`src/rtl/sc_pkg.sv`:
```
// Shared definitions for the stochastic-computing stream decoder.
package sc_pkg;
  localparam int INWD_DEF = 8;

  typedef enum logic [1:0] {
    ST_IDLE  = 2'd0,
    ST_ACCUM = 2'd1,
    ST_DONE  = 2'd2
  } dec_state_e;
endpackage

```
`src/rtl/sc_stream_decoder_window_cnt.sv`:
```
// INWD-bit window counter with synchronous clear/enable and terminal-count flag.
module window_cnt #(
  parameter int W = 8
) (
  input  logic         clk,
  input  logic         rst,
  input  logic         clr,
  input  logic         en,
  output logic [W-1:0] cnt,
  output logic         tc
);
  logic [W-1:0] cnt_q, cnt_d;

  always_comb begin
    cnt_d = cnt_q;
    if (clr)     cnt_d = '0;
    else if (en) cnt_d = cnt_q + W'(1);
  end

  always_ff @(posedge clk) begin
    if (rst) cnt_q <= '0;
    else     cnt_q <= cnt_d;
  end

  assign cnt = cnt_q;
  assign tc  = &cnt_q;
endmodule

```
`src/rtl/sc_stream_decoder.sv`:
```
// Counts ones over a window of 2^INWD accepted stream bits and presents the
// count with a valid/ready handshake.
module sc_stream_decoder
  import sc_pkg::*;
#(
  parameter int INWD = INWD_DEF
) (
  input  logic          clk,
  input  logic          rst,
  input  logic          start,
  input  logic          abort,
  input  logic          in_bit,
  input  logic          in_valid,
  output logic          busy,
  output logic [INWD:0] out_value,
  output logic          out_valid,
  input  logic          out_ready
);
  dec_state_e    state_q, state_d;
  logic [INWD:0] acc_q, acc_d;
  logic [INWD:0] out_value_q, out_value_d;
  logic [INWD:0] acc_sum;
  logic          cnt_clr, cnt_en, cnt_tc;
  logic [INWD-1:0] cnt_unused;

  window_cnt #(.W(INWD)) u_window_cnt (
    .clk (clk),
    .rst (rst),
    .clr (cnt_clr),
    .en  (cnt_en),
    .cnt (cnt_unused),
    .tc  (cnt_tc)
  );

  assign acc_sum = acc_q + (INWD+1)'(in_bit);

  always_comb begin
    state_d     = state_q;
    acc_d       = acc_q;
    out_value_d = out_value_q;
    cnt_clr     = 1'b0;
    cnt_en      = 1'b0;
    case (state_q)
      ST_IDLE: begin
        if (start) begin
          acc_d   = '0;
          cnt_clr = 1'b1;
          state_d = ST_ACCUM;
        end
      end
      ST_ACCUM: begin
        // abort outranks the last-bit completion in the same cycle
        if (abort) begin
          acc_d   = '0;
          cnt_clr = 1'b1;
          state_d = ST_IDLE;
        end else if (in_valid) begin
          acc_d  = acc_sum;
          cnt_en = 1'b1;
          if (cnt_tc) begin
            out_value_d = acc_sum;
            state_d     = ST_DONE;
          end
        end
      end
      ST_DONE: begin
        if (out_ready) state_d = ST_IDLE;
      end
      default: state_d = ST_IDLE;
    endcase
  end

  always_ff @(posedge clk) begin
    if (rst) begin
      state_q     <= ST_IDLE;
      acc_q       <= '0;
      out_value_q <= '0;
    end else begin
      state_q     <= state_d;
      acc_q       <= acc_d;
      out_value_q <= out_value_d;
    end
  end

  assign busy      = (state_q == ST_ACCUM);
  assign out_valid = (state_q == ST_DONE);
  assign out_value = out_value_q;
endmodule

```
`config.mk`:
```
export PLATFORM = sky130hd
export DESIGN_NAME = sc_stream_decoder
export DESIGN_NICKNAME = d
export VERILOG_FILES = /design/src/rtl/sc_pkg.sv /design/src/rtl/sc_stream_decoder_window_cnt.sv /design/src/rtl/sc_stream_decoder.sv
export SDC_FILE = /design/constraint.sdc
export NUM_CORES = 1
export LEC_CHECK = 0
export ABC_AREA = 1
export ABC_CLOCK_PERIOD_IN_PS = 1500
export BUFFER_PORTS_ARGS = -buffer_cell sky130_fd_sc_hd__buf_2
export CAP_MARGIN = 0
export CORE_ASPECT_RATIO = 0.75
export CORE_MARGIN = 2
export CORE_UTILIZATION = 45
export DETAILED_ROUTE_END_ITERATION = 16
export HOLD_SLACK_MARGIN = 0.1
export PLACE_DENSITY = 0.73
export RECOVER_POWER = 50
export SLEW_MARGIN = 10
export SYNTH_ARGS = -nofsm -noshare
export SYNTH_HDL_FRONTEND = slang
export SYNTH_SLANG_ARGS = --single-unit
```
`constraint.sdc`:
```
create_clock -name clk -period 1.5 [get_ports clk]
set_input_delay 0.3 -clock clk [delete_from_list [all_inputs] [get_ports clk]]
set_output_delay 0.3 -clock clk [all_outputs]
set_load 0.02 [all_outputs]
```
==> results of run 1 <==
## through the flow
step	cells	worst slack, ps
2_1_floorplan	229	187
3_3_place_gp	283	129
3_5_place_dp	283	122
4_1_cts	287	124
5_1_grt	287	23.2
6_report	287	149
## final timing paths
kind,cells past startpoint,endpoint,slack (ps)
max,7,out_value[3]$_SDFFE_PP0P_,150
min,4,state_q[0]$_SDFFE_PP0P_,300
max reg2reg,7,out_value[3]$_SDFFE_PP0P_,150
min reg2reg,2,acc_q[2]$_SDFFE_PP0P_,490
## report_power, final
part           internal (mW)  switching [mW]
logic                 0.0333          0.0777
clock network          0.235           0.232
registers              0.748         0.00516
## layout make-up
| class | instances | area, um2 | area share, % |
|---|---|---|---|
| Multi-Input combinational cell | 166 | 762 | 46.7 |
| Sequential cell | 28 | 561 | 34.4 |
| Inverter | 32 | 120 | 7.36 |
| Timing Repair Buffer | 19 | 86.3 | 5.29 |
| Clock buffer | 4 | 55.1 | 3.37 |
| Tap cell | 38 | 47.5 | 2.91 |
## placed cells by master (no fill, tap or decap)
master                     instances
sky130_fd_sc_hd__dfxtp_1          28
sky130_fd_sc_hd__nand3_1          14
sky130_fd_sc_hd__nand2_1          75
sky130_fd_sc_hd__o22ai_1           1
sky130_fd_sc_hd__buf_2             8
sky130_fd_sc_hd__a21oi_1          13
sky130_fd_sc_hd__o21ai_1           1
sky130_fd_sc_hd__nand3_4           1
sky130_fd_sc_hd__and2_1            2
sky130_fd_sc_hd__ha_1              3
sky130_fd_sc_hd__clkinv_1          1
sky130_fd_sc_hd__nor2_4            2
sky130_fd_sc_hd__nand3b_1          2
sky130_fd_sc_hd__nand2_2           2
sky130_fd_sc_hd__nor2_2            3
sky130_fd_sc_hd__xor2_1            3
sky130_fd_sc_hd__nor2_1           40
sky130_fd_sc_hd__o21ai_0           2
sky130_fd_sc_hd__nor3_1            1
sky130_fd_sc_hd__buf_4             1
sky130_fd_sc_hd__inv_1            26
sky130_fd_sc_hd__nand4_1           1
sky130_fd_sc_hd__clkbuf_2          1
sky130_fd_sc_hd__clkbuf_8          4
sky130_fd_sc_hd__clkbuf_1          9
sky130_fd_sc_hd__inv_2             5
## worst max-delay path, cell delays in order (launching register included)
cell                      delay, ps
sky130_fd_sc_hd__dfxtp_1        370
sky130_fd_sc_hd__inv_2           70
sky130_fd_sc_hd__nor2_4         120
sky130_fd_sc_hd__nand2_2         70
sky130_fd_sc_hd__nor2_4         150
sky130_fd_sc_hd__nand3_4        210
sky130_fd_sc_hd__nor2_1         200
sky130_fd_sc_hd__nor2_1          60
## cells by family after synthesis
group                    after synthesis  synth area share, %
AND/OR/NAND/NOR                      143                 41.8
buffers and inverters                 35                 9.58
flip-flops                            28                 38.3
AO/OA/AOI/OAI                         17                 5.90
XOR/XNOR                               3                 1.80
adder cells (fa/ha/maj)                3                 2.57
## registers in the layout, indices dropped and copies added (netlist names)
| signal | count |
|---|---|
| state_q | 2 |
| u_window_cnt.cnt | 8 |
| acc_q | 9 |
| out_value | 9 |
## layer usage
layer  vias up  track usage (%)  share of wire, %
li1        738                -                 -
met3         2             4.57               4.8
met4         0             2.88              0.47
met1       565             21.9                55
met2        24             25.1                39
met5         -                0                 0
==> metrics.txt, run 1 <==
run status complete, no violations; fraction of post-synthesis cell area in the top cell type by area 38.3%; Worst Hold Class in2reg; start of the worst register-to-register path state_q[0]$_SDFFE_PP0P_; Post-Syn Area per Cell 6.39 um2; total clock sinks 28; Net count, final 260; DR DRC count 0; share of the clock period used by the worst path after layout 90.1%; fraction of the yosys area taken by sequential cells 38.3%; die extent in y 53.4 um; final core occ 54.0%; buffer cell driving the clock tree root sky130_fd_sc_hd__clkbuf_8; mean number of vias per cell 4.63; setup repair after global routing missed its margin no; Reg clk slew, reported paths 90 ps; total length of routed wires 2780 um; ys flop type sky130_fd_sc_hd__dfxtp_1; CTS HTree Levels 1; critical path data required time 1680 ps; flop and latch count out of synthesis 28; Max-Slew Margin vs Limit 74.9%; cell area after synthesis 1460 um2; leading cell type by number of instances after synthesis sky130_fd_sc_hd__nand2_1; clock latency of the later-clocked register in the worst-skew pair 270 ps; global-route wire length before repair 4650 um; Mapped Cells 229; total routing resource utilization after global routing 15.9%; min Tclk post-route 1350 ps; largest net degree at the start of global routing 20; number of nets produced by synthesis 239; count of buffers from port buffering 17; Lkg Pwr 0.756 nW; number of library cell types mapped by synthesis 24; initial antenna violation count 0; share of final-layout standard cells stronger than drive strength 1 10.8%; share of synthesized registers carrying an async set or reset 0%; worst hold slack after final layout 300 ps; startpoint types flip-flop; HPWL after detailed placement 2060 um; iteration count of the initial detailed-routing pass 4; final estimated routing congestion in global placement 0.794; dpl cell area 1590 um2; Detailed Route Iter0 Violations 67; Resized Gates After CTS 0; highest net fanout along the worst path 19; number of failing hold endpoints at the final stage 0; setup TNS 0 ps; IR Drop Worst-Case VDD 523 uV; leading post-synthesis cells by cell area sky130_fd_sc_hd__dfxtp_1 (38%), sky130_fd_sc_hd__nand2_1 (19%), sky130_fd_sc_hd__nor2_1 (10%); TritonCTS clock tree yes; number of violations of the max-capacitance limit 0; total congestion overflow after global routing 0; Layout area overhead 11.5%; routed length per instance 9.69 um; number of fillers in the final layout 315; via count of the first global-routing pass 1056; crit path from state_q[0]$_SDFFE_PP0P_; Detail Route Antenna Nets 0; count of buffers added by post-CTS timing repair for setup 0; total via count after detailed routing 1329; final standard cell area without fillers 1630 um2; leading area contributor after synthesis sky130_fd_sc_hd__dfxtp_1; number of buffers inserted for hold repair after clock tree synthesis 0; EDFF count, synth 0; maximum buffer depth of the clock tree 2; Syn. warnings 0; total number of placement rows 17; Power Density 816 nW/um2; category of the most critical setup path reg2reg; die area 3730 um2; post-layout power 1.33 mW; pins over their slew limit 0; transition time at the pin with the least slew margin 376 ps; floorplan core area 3020 um2; Crit path arrival time 1530 ps; Critical Path Sink Type flip-flop; final setup violating endpoints 0; clock skew 3.50 ps; critical hold path startpoint rst; diodes inserted 0; top cells by count, synth sky130_fd_sc_hd__nand2_1 (75), sky130_fd_sc_hd__nor2_1 (40), sky130_fd_sc_hd__dfxtp_1 (28), sky130_fd_sc_hd__inv_1 (25), sky130_fd_sc_hd__nand3_1 (14); IO Pins 18; number of CTS-inserted buffers 3; fmax 740 MHz; starting utilization of the core area 48.4%; Die Wd 69.8 um
Power figures use the tool's default switching activity.
==> run 2: changes to the inputs <==
--- a/constraint.sdc
+++ b/constraint.sdc
@@ -3,2 +3,2 @@
 set_output_delay 0.3 -clock clk [all_outputs]
-set_load 0.02 [all_outputs]
+set_load 0.1 [all_outputs]
==> run 2 against run 1 <==
Register-to-register slack worse by 50 ps. Global-route usage up 1.4 points. Worst setup slack worse by 55 ps. Critical path type unchanged. Largest cell class unchanged.
==> metrics.txt, run 2 (synthesized netlist as in run 1, its figures left out) <==
run status complete, no violations; total number of placement rows 17 (unchanged); total length of routed wires 3160 um (+14%); share of the clock period used by the worst path after layout 93.7% (+3.7 points); Detailed Route Iter0 Violations 43 (-36%); mean number of vias per cell 4.70 (+1.6%); post-layout power 1.51 mW (+14%); final estimated routing congestion in global placement 0.814 (+2.5%); pins over their slew limit 0 (unchanged); count of buffers added by post-CTS timing repair for setup 0 (unchanged); Reg clk slew, reported paths 100 ps (about the same); total congestion overflow after global routing 0 (unchanged); total via count after detailed routing 1369 (+3.0%); total clock sinks 28 (unchanged); Layout area overhead 17.8%; number of violations of the max-capacitance limit 0 (unchanged); IO Pins 18 (unchanged); min Tclk post-route 1410 ps (+54.8 ps); Detail Route Antenna Nets 0 (unchanged); count of buffers from port buffering 17 (unchanged); maximum buffer depth of the clock tree 2 (unchanged); global-route wire length before repair 5060 um (+8.8%); diodes inserted 0 (unchanged); fmax 711 MHz (-3.9%); die extent in y 53.4 um (unchanged); most common library cell in the layout ignoring fill and taps sky130_fd_sc_hd__nand2_1; FF-to-FF setup slack 90 ps (-50 ps); worst slack at placement 150 ps (+27.7 ps); floorplan core area 3020 um2 (unchanged); Resized Gates After CTS 0 (unchanged); iteration count of the initial detailed-routing pass 4 (unchanged); buffer cell driving the clock tree root sky130_fd_sc_hd__clkbuf_8; final standard cell area without fillers 1720 um2 (+5.6%); IR Drop Worst-Case VDD 722 uV (+38%); Die Wd 69.8 um (unchanged); library cell contributing the largest single delay on the critical path sky130_fd_sc_hd__dfxtp_2; DR DRC count 0 (unchanged); hold path cells 2 (-2); start of the worst register-to-register path state_q[0]$_SDFFE_PP0P_; largest net degree at the start of global routing 20 (unchanged); total routing resource utilization after global routing 17.3% (+1.4 points); critical path data required time 1680 ps (about the same); category of the most critical setup path reg2reg; starting utilization of the core area 48.4% (unchanged); Critical Path Sink Type flip-flop; number of fillers in the final layout 307 (-2.5%); largest stage delay on the critical path 350 ps (-20 ps); setup TNS 0 ps (unchanged); share of final-layout standard cells stronger than drive strength 1 15.8% (+5.0 points); HPWL after detailed placement 2140 um (+3.8%); number of CTS-inserted buffers 3 (unchanged); Crit path arrival time 1590 ps (+60 ps); clock latency of the later-clocked register in the worst-skew pair 280 ps (about the same); transition time at the pin with the least slew margin 541 ps (+165 ps); endpoint of the worst register-to-register path out_value[4]$_SDFFE_PP0P_; Max-Slew Margin vs Limit 64.1% (-11 points); TritonCTS clock tree yes; clock skew 8.11 ps (+4.60 ps); chain of cells forming the critical path inv_2, nor2_4, nand2_2, nor2_4, nand3_2, nor2_1, nor2_1; number of buffers inserted for hold repair after clock tree synthesis 0 (unchanged); initial antenna violation count 0 (unchanged); Net count, final 264 (+1.5%); Worst Hold Class in2reg; final core occ 57.0% (+3.0 points); number of failing hold endpoints at the final stage 0 (unchanged); leading cell types in the layout, fill and taps excluded sky130_fd_sc_hd__nand2_1 (75), sky130_fd_sc_hd__nor2_1 (40), sky130_fd_sc_hd__inv_1 (27), sky130_fd_sc_hd__dfxtp_1 (27), sky130_fd_sc_hd__nand3_1 (14); hold endpoint acc_q[8]$_SDFFE_PP0P_; R2R depth 7 (unchanged); CTS HTree Levels 1 (unchanged); startpoint types flip-flop; dpl cell area 1640 um2 (+3.4%); die area 3730 um2 (unchanged); via count of the first global-routing pass 1129 (+6.9%); highest net fanout along the worst path 9 (-10); critical hold path startpoint rst; PnR worst setup slack 93.8 ps (-54.8 ps); Lkg Pwr 0.818 nW (+8.3%); final setup violating endpoints 0 (unchanged); routed length per instance 10.9 um (+12%); Power Density 877 nW/um2 (+7.5%)
run 2: power breakdown:
part | internal [mW] | switching, mW | total, mW
clock network | 0.358 | 0.240 | 0.598
logic | 0.0508 | 0.109 | 0.160
registers | 0.749 | 0.00510 | 0.754
total | 1.16 | 0.355 | 1.51
run 2: worst max path at each step:
stage                                 start                   endpoint  slack (ps)
finish              state_q[0]$_SDFFE_PP0P_  out_value[4]$_SDFFE_PP0P_          90
global route        state_q[0]$_SDFFE_PP0P_  out_value[4]$_SDFFE_PP0P_          -2
CTS                 state_q[0]$_SDFFE_PP0P_  out_value[8]$_SDFFE_PP0P_         110
detailed placement  state_q[0]$_SDFFE_PP0P_  out_value[1]$_SDFFE_PP0P_         150
global placement                      abort  out_value[3]$_SDFFE_PP0P_         150
floorplan           state_q[0]$_SDFFE_PP0P_  out_value[5]$_SDFFE_PP0P_        -180
run 2: cell type report:
cell class                      count  area, um2  share of cell area (%)
Multi-Input combinational cell    167        772                    44.8
Inverter                           32        120                    6.97
Tap cell                           38       47.5                    2.76
Clock buffer                        3       41.3                    2.40
Clock inverter                      1       30.0                    1.74
Timing Repair Buffer               22        150                    8.71
Sequential cell                    28        562                    32.6
run 2: per-stage QoR:
stage | hold WS [ps] | instances
global placement | 469 | 286
CTS | 280 | 290
detailed placement | 468 | 286
finish | 294 | 291
floorplan | 454 | 229
global route | 277 | 291
run 2: critical path: cells and delay by family, from the launching register on:
kind | cells | cell delay (ps)
buffers and inverters | 1 | 70
DFF | 1 | 350
and+or+nand+nor | 6 | 880
run 2: layer usage:
layer  GRT usage, %  part of all wire, %  up-vias
met5              0                    0        -
met4           4.17                 0.60        0
met3           4.38                  5.7        2
met2           26.5                   42       30
met1           24.3                   52      589
li1               -                    -      748
